File: config.mk
export PLATFORM = sky130hd
export DESIGN_NAME = sprite_fetch_flat
export DESIGN_NICKNAME = d
export VERILOG_FILES = /design/src/rtl/sprite_pkg.sv /design/src/rtl/sprite_fetch_if.sv /design/src/rtl/sprite_skid_fifo.sv /design/src/rtl/sprite_fetch.sv /design/src/flat_wrapper.sv
export SDC_FILE = /design/constraint.sdc
export NUM_CORES = 1
export LEC_CHECK = 0
export CAP_MARGIN = 20
export CORE_MARGIN = 2
export CORE_UTILIZATION = 45
export DETAILED_ROUTE_END_ITERATION = 6
export GPL_ROUTABILITY_DRIVEN = 0
export PLACE_DENSITY = 0.69
export SLEW_MARGIN = 20
export SYNTH_ARGS = -nofsm -noshare
export SYNTH_HDL_FRONTEND = slang
export SYNTH_SLANG_ARGS = --single-unit
File: constraint.sdc
create_clock -name clk -period 4 [get_ports clk]
set_input_delay 0.8 -clock clk [delete_from_list [all_inputs] [get_ports clk]]
set_output_delay 0.8 -clock clk [all_outputs]
set_load 0.03 [all_outputs]
File: src/rtl/sprite_pkg.sv
// Shared types and defaults for the sprite fetch engine: FSM states,
// default geometry / colour key, and the buffered pixel record.
package sprite_pkg;

   typedef enum logic [1:0] {
      IDLE  = 2'd0,
      FETCH = 2'd1,
      DRAIN = 2'd2
   } state_t;

   localparam int          DEF_SPRITE_W  = 64;
   localparam int          DEF_SPRITE_H  = 64;
   localparam logic [23:0] DEF_KEY_COLOR = 24'hFF00FF;

   typedef struct packed {
      logic [23:0] rgb;
      logic [5:0]  x;
      logic [5:0]  y;
      logic        last;
   } pixel_t;

endpackage

File: src/rtl/sprite_fetch_if.sv
// Control, frame RAM and pixel stream signals of the sprite fetch engine.
interface sprite_fetch_if;

   logic        start;
   logic        busy;
   logic [12:0] read_address;
   logic [23:0] data_in;
   // A pixel moves on a rising edge where pix_valid && pix_ready; once
   // pix_valid is high it and the whole payload hold until that edge.
   logic        pix_valid;
   logic        pix_ready;
   logic [23:0] pix_data;
   logic [5:0]  pix_x;
   logic [5:0]  pix_y;
   logic        pix_opaque;
   logic        pix_last;

   modport master (
      input  start, data_in, pix_ready,
      output busy, read_address, pix_valid, pix_data, pix_x, pix_y,
             pix_opaque, pix_last
   );

   modport slave (
      output start, data_in, pix_ready,
      input  busy, read_address, pix_valid, pix_data, pix_x, pix_y,
             pix_opaque, pix_last
   );

endinterface

File: src/rtl/sprite_skid_fifo.sv
// Two-entry pixel buffer between the frame RAM return path and the stream.
module sprite_skid_fifo
   import sprite_pkg::*;
(
   input  logic       clk,
   input  logic       rst,
   input  logic       push,
   input  pixel_t     push_data,
   input  logic       pop,
   output pixel_t     head,
   output logic       full,
   output logic       empty,
   output logic [1:0] count
);

   pixel_t slot0;
   pixel_t slot1;
   logic   wr_sel;
   logic   rd_sel;
   logic   push_ok;
   logic   pop_ok;

   assign empty   = (count == 2'd0);
   assign full    = (count == 2'd2);
   assign pop_ok  = pop && !empty;
   assign push_ok = push && (!full || pop_ok);
   assign head    = rd_sel ? slot1 : slot0;

   always_ff @(posedge clk or posedge rst) begin
      if (rst) begin
         slot0  <= '0;
         slot1  <= '0;
         wr_sel <= 1'b0;
         rd_sel <= 1'b0;
         count  <= 2'd0;
      end else begin
         if (push_ok) begin
            if (wr_sel) slot1 <= push_data;
            else        slot0 <= push_data;
            wr_sel <= ~wr_sel;
         end
         if (pop_ok) rd_sel <= ~rd_sel;
         count <= count + {1'b0, push_ok} - {1'b0, pop_ok};
      end
   end

endmodule

File: src/rtl/sprite_fetch.sv
// Raster-scans one sprite out of an external frame RAM (1-cycle read latency)
// and streams it as tagged pixels over a valid/ready interface.
module sprite_fetch
   import sprite_pkg::*;
#(
   parameter int          SPRITE_W  = DEF_SPRITE_W,
   parameter int          SPRITE_H  = DEF_SPRITE_H,
   parameter logic [23:0] KEY_COLOR = DEF_KEY_COLOR
)(
   input  logic           clk,
   input  logic           rst,
   sprite_fetch_if.master bus,
   output state_t         state_dbg
);

   state_t     state;
   logic       busy_q;
   logic [5:0] x_cnt;
   logic [5:0] y_cnt;
   logic       inflight;
   logic [5:0] tag_x;
   logic [5:0] tag_y;
   logic       tag_last;
   logic [11:0] addr;
   logic       at_last_addr;
   logic       issue;
   logic       pop;
   logic       full;
   logic       empty;
   logic [1:0] count;
   pixel_t     push_pix;
   pixel_t     head;

   assign addr         = 12'(y_cnt) * 12'(SPRITE_W) + 12'(x_cnt);
   assign at_last_addr = (x_cnt == 6'(SPRITE_W - 1)) && (y_cnt == 6'(SPRITE_H - 1));
   assign pop          = !empty && bus.pix_ready;
   // The read presented this cycle returns next cycle; only issue it if the
   // buffer is guaranteed a free slot when that data lands.
   assign issue        = (state == FETCH) &&
                         (({1'b0, count} + {2'b00, inflight}) < (3'd2 + {2'b00, pop}));
   assign push_pix     = '{rgb: bus.data_in, x: tag_x, y: tag_y, last: tag_last};

   sprite_skid_fifo u_buf (
      .clk       (clk),
      .rst       (rst),
      .push      (inflight),
      .push_data (push_pix),
      .pop       (pop),
      .head      (head),
      .full      (full),
      .empty     (empty),
      .count     (count)
   );

   always_ff @(posedge clk or posedge rst) begin
      if (rst) begin
         state    <= IDLE;
         busy_q   <= 1'b0;
         x_cnt    <= '0;
         y_cnt    <= '0;
         inflight <= 1'b0;
         tag_x    <= '0;
         tag_y    <= '0;
         tag_last <= 1'b0;
      end else begin
         inflight <= issue;
         if (issue) begin
            tag_x    <= x_cnt;
            tag_y    <= y_cnt;
            tag_last <= at_last_addr;
            if (x_cnt == 6'(SPRITE_W - 1)) begin
               x_cnt <= '0;
               y_cnt <= at_last_addr ? 6'd0 : y_cnt + 6'd1;
            end else begin
               x_cnt <= x_cnt + 6'd1;
            end
         end
         case (state)
            IDLE: begin
               if (bus.start) begin
                  state  <= FETCH;
                  busy_q <= 1'b1;
               end
            end
            FETCH: begin
               if (issue && at_last_addr) state <= DRAIN;
            end
            DRAIN: begin
               if (pop && head.last) begin
                  state  <= IDLE;
                  busy_q <= 1'b0;
               end
            end
            default: state <= IDLE;
         endcase
      end
   end

   assign bus.busy         = busy_q;
   assign bus.read_address = {1'b0, addr};
   assign bus.pix_valid    = !empty;
   assign bus.pix_data     = empty ? 24'd0 : head.rgb;
   assign bus.pix_x        = empty ? 6'd0 : head.x;
   assign bus.pix_y        = empty ? 6'd0 : head.y;
   assign bus.pix_opaque   = !empty && (head.rgb != KEY_COLOR);
   assign bus.pix_last     = !empty && head.last;
   assign state_dbg        = state;

   assert property (@(posedge clk) disable iff (rst) !(full && inflight && !pop));

endmodule

File: src/flat_wrapper.sv
// flat-port wrapper written by rule: the top's interface ports become plain ports
module sprite_fetch_flat import sprite_pkg::*;
#(
   parameter int          SPRITE_W  = DEF_SPRITE_W,
   parameter int          SPRITE_H  = DEF_SPRITE_H,
   parameter logic [23:0] KEY_COLOR = DEF_KEY_COLOR
)
  (clk, rst, state_dbg, bus_start, bus_data_in, bus_pix_ready, bus_busy, bus_read_address, bus_pix_valid, bus_pix_data, bus_pix_x, bus_pix_y, bus_pix_opaque, bus_pix_last);
  sprite_fetch_if bus_i ();
  input  logic clk;
  input  logic rst;
  output state_t state_dbg;
  input wire logic [$bits(bus_i.start)-1:0] bus_start;
  input wire logic [$bits(bus_i.data_in)-1:0] bus_data_in;
  input wire logic [$bits(bus_i.pix_ready)-1:0] bus_pix_ready;
  output wire logic [$bits(bus_i.busy)-1:0] bus_busy;
  output wire logic [$bits(bus_i.read_address)-1:0] bus_read_address;
  output wire logic [$bits(bus_i.pix_valid)-1:0] bus_pix_valid;
  output wire logic [$bits(bus_i.pix_data)-1:0] bus_pix_data;
  output wire logic [$bits(bus_i.pix_x)-1:0] bus_pix_x;
  output wire logic [$bits(bus_i.pix_y)-1:0] bus_pix_y;
  output wire logic [$bits(bus_i.pix_opaque)-1:0] bus_pix_opaque;
  output wire logic [$bits(bus_i.pix_last)-1:0] bus_pix_last;
  assign bus_i.start = bus_start;
  assign bus_i.data_in = bus_data_in;
  assign bus_i.pix_ready = bus_pix_ready;
  assign bus_busy = bus_i.busy;
  assign bus_read_address = bus_i.read_address;
  assign bus_pix_valid = bus_i.pix_valid;
  assign bus_pix_data = bus_i.pix_data;
  assign bus_pix_x = bus_i.pix_x;
  assign bus_pix_y = bus_i.pix_y;
  assign bus_pix_opaque = bus_i.pix_opaque;
  assign bus_pix_last = bus_i.pix_last;
  sprite_fetch #(.SPRITE_W(SPRITE_W), .SPRITE_H(SPRITE_H), .KEY_COLOR(KEY_COLOR)) u_core (.clk(clk), .rst(rst), .bus(bus_i), .state_dbg(state_dbg));
endmodule
Yosys cells after proc, flatten, opt, wreduce, memory -nomap -nowiden
Index checks and enable logic that the tools add are counted.
{ "op_classes": {"reduce_logical": 20, "muxes": 13, "n_eq_ne": 9, "n_addsub": 7, "n_bitwise": 2, "order_cmp": 1} }
{ "op_table": {"columns": ["operator", "n"], "rows": [
  ["$mux W37", 1],
  ["$mux W24", 1],
  ["$mux W6", 4],
  ["$ne A24 B24 Y1 const B", 1],
  ["$add A12 B6 Y12", 1],
  ["$add A6 B1 Y6 const B", 2],
  ["$eq A6 B6 Y1 const B", 2],
  ["$logic_and A1 B1 Y1", 9],
  ["$mux W2", 3],
  ["$pmux W2 S3", 1],
  ["$reduce_and A2 Y1", 3],
  ["$reduce_and A3 Y1", 2],
  ["$eq A2 B2 Y1 const B", 2],
  ["$logic_not A2 Y1", 2],
  ["$ne A2 B2 Y1 const B", 2],
  ["$add A2 B1 Y3", 1],
  ["$add A2 B1 Y3 const A", 1],
  ["$lt A3 B3 Y1", 1],
  ["$add A2 B1 Y2", 1],
  ["$eq A2 B1 Y1 const B", 1],
  ["$logic_not A1 Y1", 2],
  ["$mux W1", 2],
  ["$ne A2 B1 Y1 const B", 1],
  ["$not A1 Y1", 2],
  ["4 further kinds", 4]
]} }
{ "totals": {"in_bits": 28, "output_inout_bits": 55, "regBits": 107, "word_cells": 71} }

Logic depth before layout (Yosys ltp)
{ "depth": {"ltp_word": 9, "ltp_mapped": 7, "depth_no_buf": 7} }

By module
From an unflattened synthesis, not the netlist that was laid out.
{ "hier_totals": {"cells_unflattened": 381, "area_unflattened_um2": 5149.9} }
{ "modules_own_cells": {"columns": ["module", "cells_per_inst", "instances", "area_each_um2", "seq_area_each_um2"], "rows": [
  ["sprite_skid_fifo", 220, 1, 3493.4, 1951.9],
  ["sprite_fetch", 161, 1, 1656.6, 725.7]
]} }

Worst setup path before layout
OpenSTA, ideal clock, no wires.
{ "synth_path": {"path_type": "register to output", "startpoint": "reg u_core.u_buf.rd_sel", "endpoint": "out bus_pix_opaque", "n_path_buf": 2, "path_slack_ps": 1502, "stages_incl_launch_ff": 5, "arrival_time_ps": 1698, "t_required_ps": 3200, "path_cell_list": "dfrtp_1 > clkbuf_1 > buf_1 > o21ai_0 > a31oi_1"} }
{ "synth_between": {"elab_chain_len": 3} }
{ "synth_lines": {"columns": ["element", "line_no", "text"], "rows": [
  ["start: declaration", "sprite_skid_fifo.sv:19", "logic rd_sel;"],
  ["start signal: assignment", "sprite_skid_fifo.sv:42", "if (pop_ok) rd_sel <= ~rd_sel;"],
  ["$mux W37", "sprite_skid_fifo.sv:27", "assign head = rd_sel ? slot1 : slot0;"],
  ["$ne A24 B24 Y1", "sprite_fetch.sv:105", "assign bus.pix_opaque = !empty && (head.rgb != KEY_COLOR);"],
  ["$logic_and A1 B1 Y1", "sprite_fetch.sv:105", null],
  ["end: declaration", "flat_wrapper.sv:22", "output wire logic [$bits(bus_i.pix_opaque)-1:0] bus_pix_opaque;"]
]} }
No other way between the ends.

Worst setup path in the final report
Same ends and word-level chain as after synthesis.

==> results.yml <==
final_layout:
  instances_no_fill: 620
  nets: 509
  n_antenna_cell: 0
  synthToLayoutAreaGrowth_pct: 23.4
  drive_gt1_frac: 0.254
drt:
  m1WireLength_um: 4970
  highest_layer: "met4"
  wl_um: 10300
  postRouteAntennaNets: 0
  vias_per_cell: 5.34
  dr_total_vias: 3311
  wl_met3_um: 468
  drtPass1Iterations: 4
  wl_per_cell_um: 16.6
  drc: 0
  drt-initial-drc-count: 129
  wl_met2_um: 4720
floorplanning:
  io_pins: 83
  die_x_um: 110
  dieArea_um2: 12000
  fp-row-count: 38
  start_util: 0.462
  die_h_um: 110
  core_area_um2: 10800
place:
  dp_cells: 604
  portBuffers: 81
  dp_hpwl_um: 7290
critical_path:
  cp_slowest_stage_delay_ps: 900
  critical_path.max_fanout: 32
  path_buf_inv: 1
  start_kind: "flop"
  critical-path-top-delay-family: "flip-flops"
  cp_data_required_time_ps: 3200
  cp.arrival_ps: 2600
  crit_chain: "nor2b_1 -> nand4_1 -> a22oi_1 -> a31oi_1 -> clkdlybuf4s50_1"
  cp-end-kind: "primary output"
  worst-setup-path-type: "flop to primary output"
  cp_slowest_cell: "dfrtp_2"
yosys:
  synth-warning-count: 0
  syn_area_um2: 5010
  ys.flop_type: "dfrtp_1"
  synth_top_cell_area_share: 0.534
  ys_async_sr_fraction: 1.00
  synth_area_leader_cell: "dfrtp_1"
  ys_seq_elements: 107
  avgSynthCellArea_um2: 12.8
  synth_cells: 392
  yosysUniqueCellTypes: 48
  synth_edf_count: 0
  synth_most_common_cell: "dfrtp_1"
  ys_top_cells_by_area: "dfrtp_1 53%, mux2_2 19%, mux2i_1 7.6%"
  ys_seq_area_frac: 0.534
  synth_common_cells: "107 x dfrtp_1, 85 x mux2_2, 43 x nor2_1"
  syn_nets: 426
global_routing:
  grt_overflow: 0
  grt_pass1_vias: 3449
  grt_antenna_before_repair: 0
  grt_usage: 0.187
  grt_max_degree: 83
  grt_pass1_wl_um: 17200
worst_hold_path:
  hold_path.class: "flop to flop"
timing:
  period_needed_ps: 3400
  rsz0062_at_grt: "no"
  hold_viol_final: 0
  tightest_slew_ps: 809
  drv_slew: 0
  fin_skew_ps: 13.4
  fmax_ghz: 0.294
  final.period_utilization: 0.850
  setup_viol_count_final: 0
  maxSlewHeadroom: 0.461
  fin_tns_setup_ps: 0
clocking:
  holdBufCountCts: 0
  tritoncts: "built"
  clkSinkCount: 107
  cts_max_path_buffers: 2
  cts_setup_buffers: 0
  cts_buffers: 9
  clk_latency_ps: 360
  clkSlewWorstSetupHoldPaths_ps: 100
  h-tree-depth: 3
  cts_root_buf: "clkbuf_8"
  cts_resized: 0
flow_run:
  cap_violations: 0
outcome:
  status: "finished, final reports clean"
pwr:
  cellPowerDensity_nw_per_um2: 916
  irDropWorstVdd_v: 0.000536
  p_leak_nw: 2.67
==> path summary, 6_finish.rpt <==
| check | startpoint | to | slack [ps] | cells past startpoint |
|---|---|---|---|---|
| hold / removal | u_core.u_buf.slot1[7] | u_core.u_buf.slot1[7] | 510 | 1 |
| min in group asynchronous | rst | u_core.u_buf.slot1[25] | 950 | 2 |
| hold reg to reg | u_core.u_buf.slot1[7] | u_core.u_buf.slot1[7] | 510 | 1 |
| setup reg to reg | u_core.u_buf.count[0] | u_core.y_cnt[0] | 1610 | 6 |
| max in group asynchronous | rst | u_core.tag_x[0] | 2340 | 3 |
| setup / recovery | u_core.u_buf.rd_sel | bus_pix_opaque | 600 | 5 |
==> logic make-up (layout without fill, tap and decap cells) <==
logic type               after synthesis  count (layout)  synth area share
buffers and inverters                 26             114            0.0252
AND/OR/NAND/NOR                       89              89            0.0894
multiplexers                         125             125             0.271
flip-flops                           107             107             0.534
XOR/XNOR                               8               8            0.0140
AO/OA/AOI/OAI                         30              30            0.0497
other                                  1               1          0.000749
adder cells (fa/ha/maj)                6               6            0.0150
==> layout make-up <==
cell class,instances,area (um^2)
fillers,936,4660
flip-flops and latches,107,2680
multi-input cells,259,2210
repair buffers,90,878
well taps,140,175
clock buffers,12,165
inverters,8,35.0
clock inverters,4,33.8
==> report_power, final <==
| part | switching, mW | internal [mW] |
|---|---|---|
| logic | 1.59 | 1.48 |
| registers | 0.441 | 1.52 |
| clock network | 0.354 | 0.281 |
==> layer usage <==
layer  global-route usage  vias to the layer above
met5                    0                        -
met1                0.266                     1646
met3               0.0302                       11
met4               0.0606                        0
li1                     -                     1572
met2                0.292                       82
==> registers in the layout (all words and copies together) (netlist names) <==
signal and count:
u_core.inflight 1, u_core.u_buf.rd_sel 1, u_core.tag_x 6, u_core.tag_y 6
u_core.u_buf.wr_sel 1, u_core.u_buf.count 2, u_core.u_buf.slot0 37, u_core.bus.busy 1
u_core.tag_last 1, u_core.state_dbg 2, u_core.x_cnt 6, u_core.y_cnt 6
u_core.u_buf.slot1 37
==> metrics by stage <==
stage                     area [um^2]  hold slack (ps)  utilization  power [mW]  setup slack (ps)
after floorplan                  5010              464            -        4.05               383
after global placement           5980              475        0.551        5.01              1010
after detailed placement         5980              495        0.551        5.08              1000
after CTS                        6180              516        0.570        5.72               600
after global routing             6180              537        0.570        6.04               454
final                            6180              513        0.570        5.66               601
==> cells in the final DEF, fill, tap and decap left out, types with 2 or more instances in the layout <==
cell type,count
clkdlybuf4s50_1,81
nor4bb_1,3
o21ai_4,2
mux2i_1,38
clkinv_4,3
and3_1,2
nor2_1,42
inv_1,6
mux2_1,2
ha_1,6
o41ai_1,2
nor4b_1,2
mux2_2,85
o31ai_1,2
a21oi_1,4
nor2b_1,2
xnor2_1,7
nand4_1,8
nand2_1,8
dfrtp_1,106
nand3_1,11
buf_4,9
o21ai_0,9
clkbuf_8,12
o2bb2ai_1,2
Power figures use the tool's default switching activity.
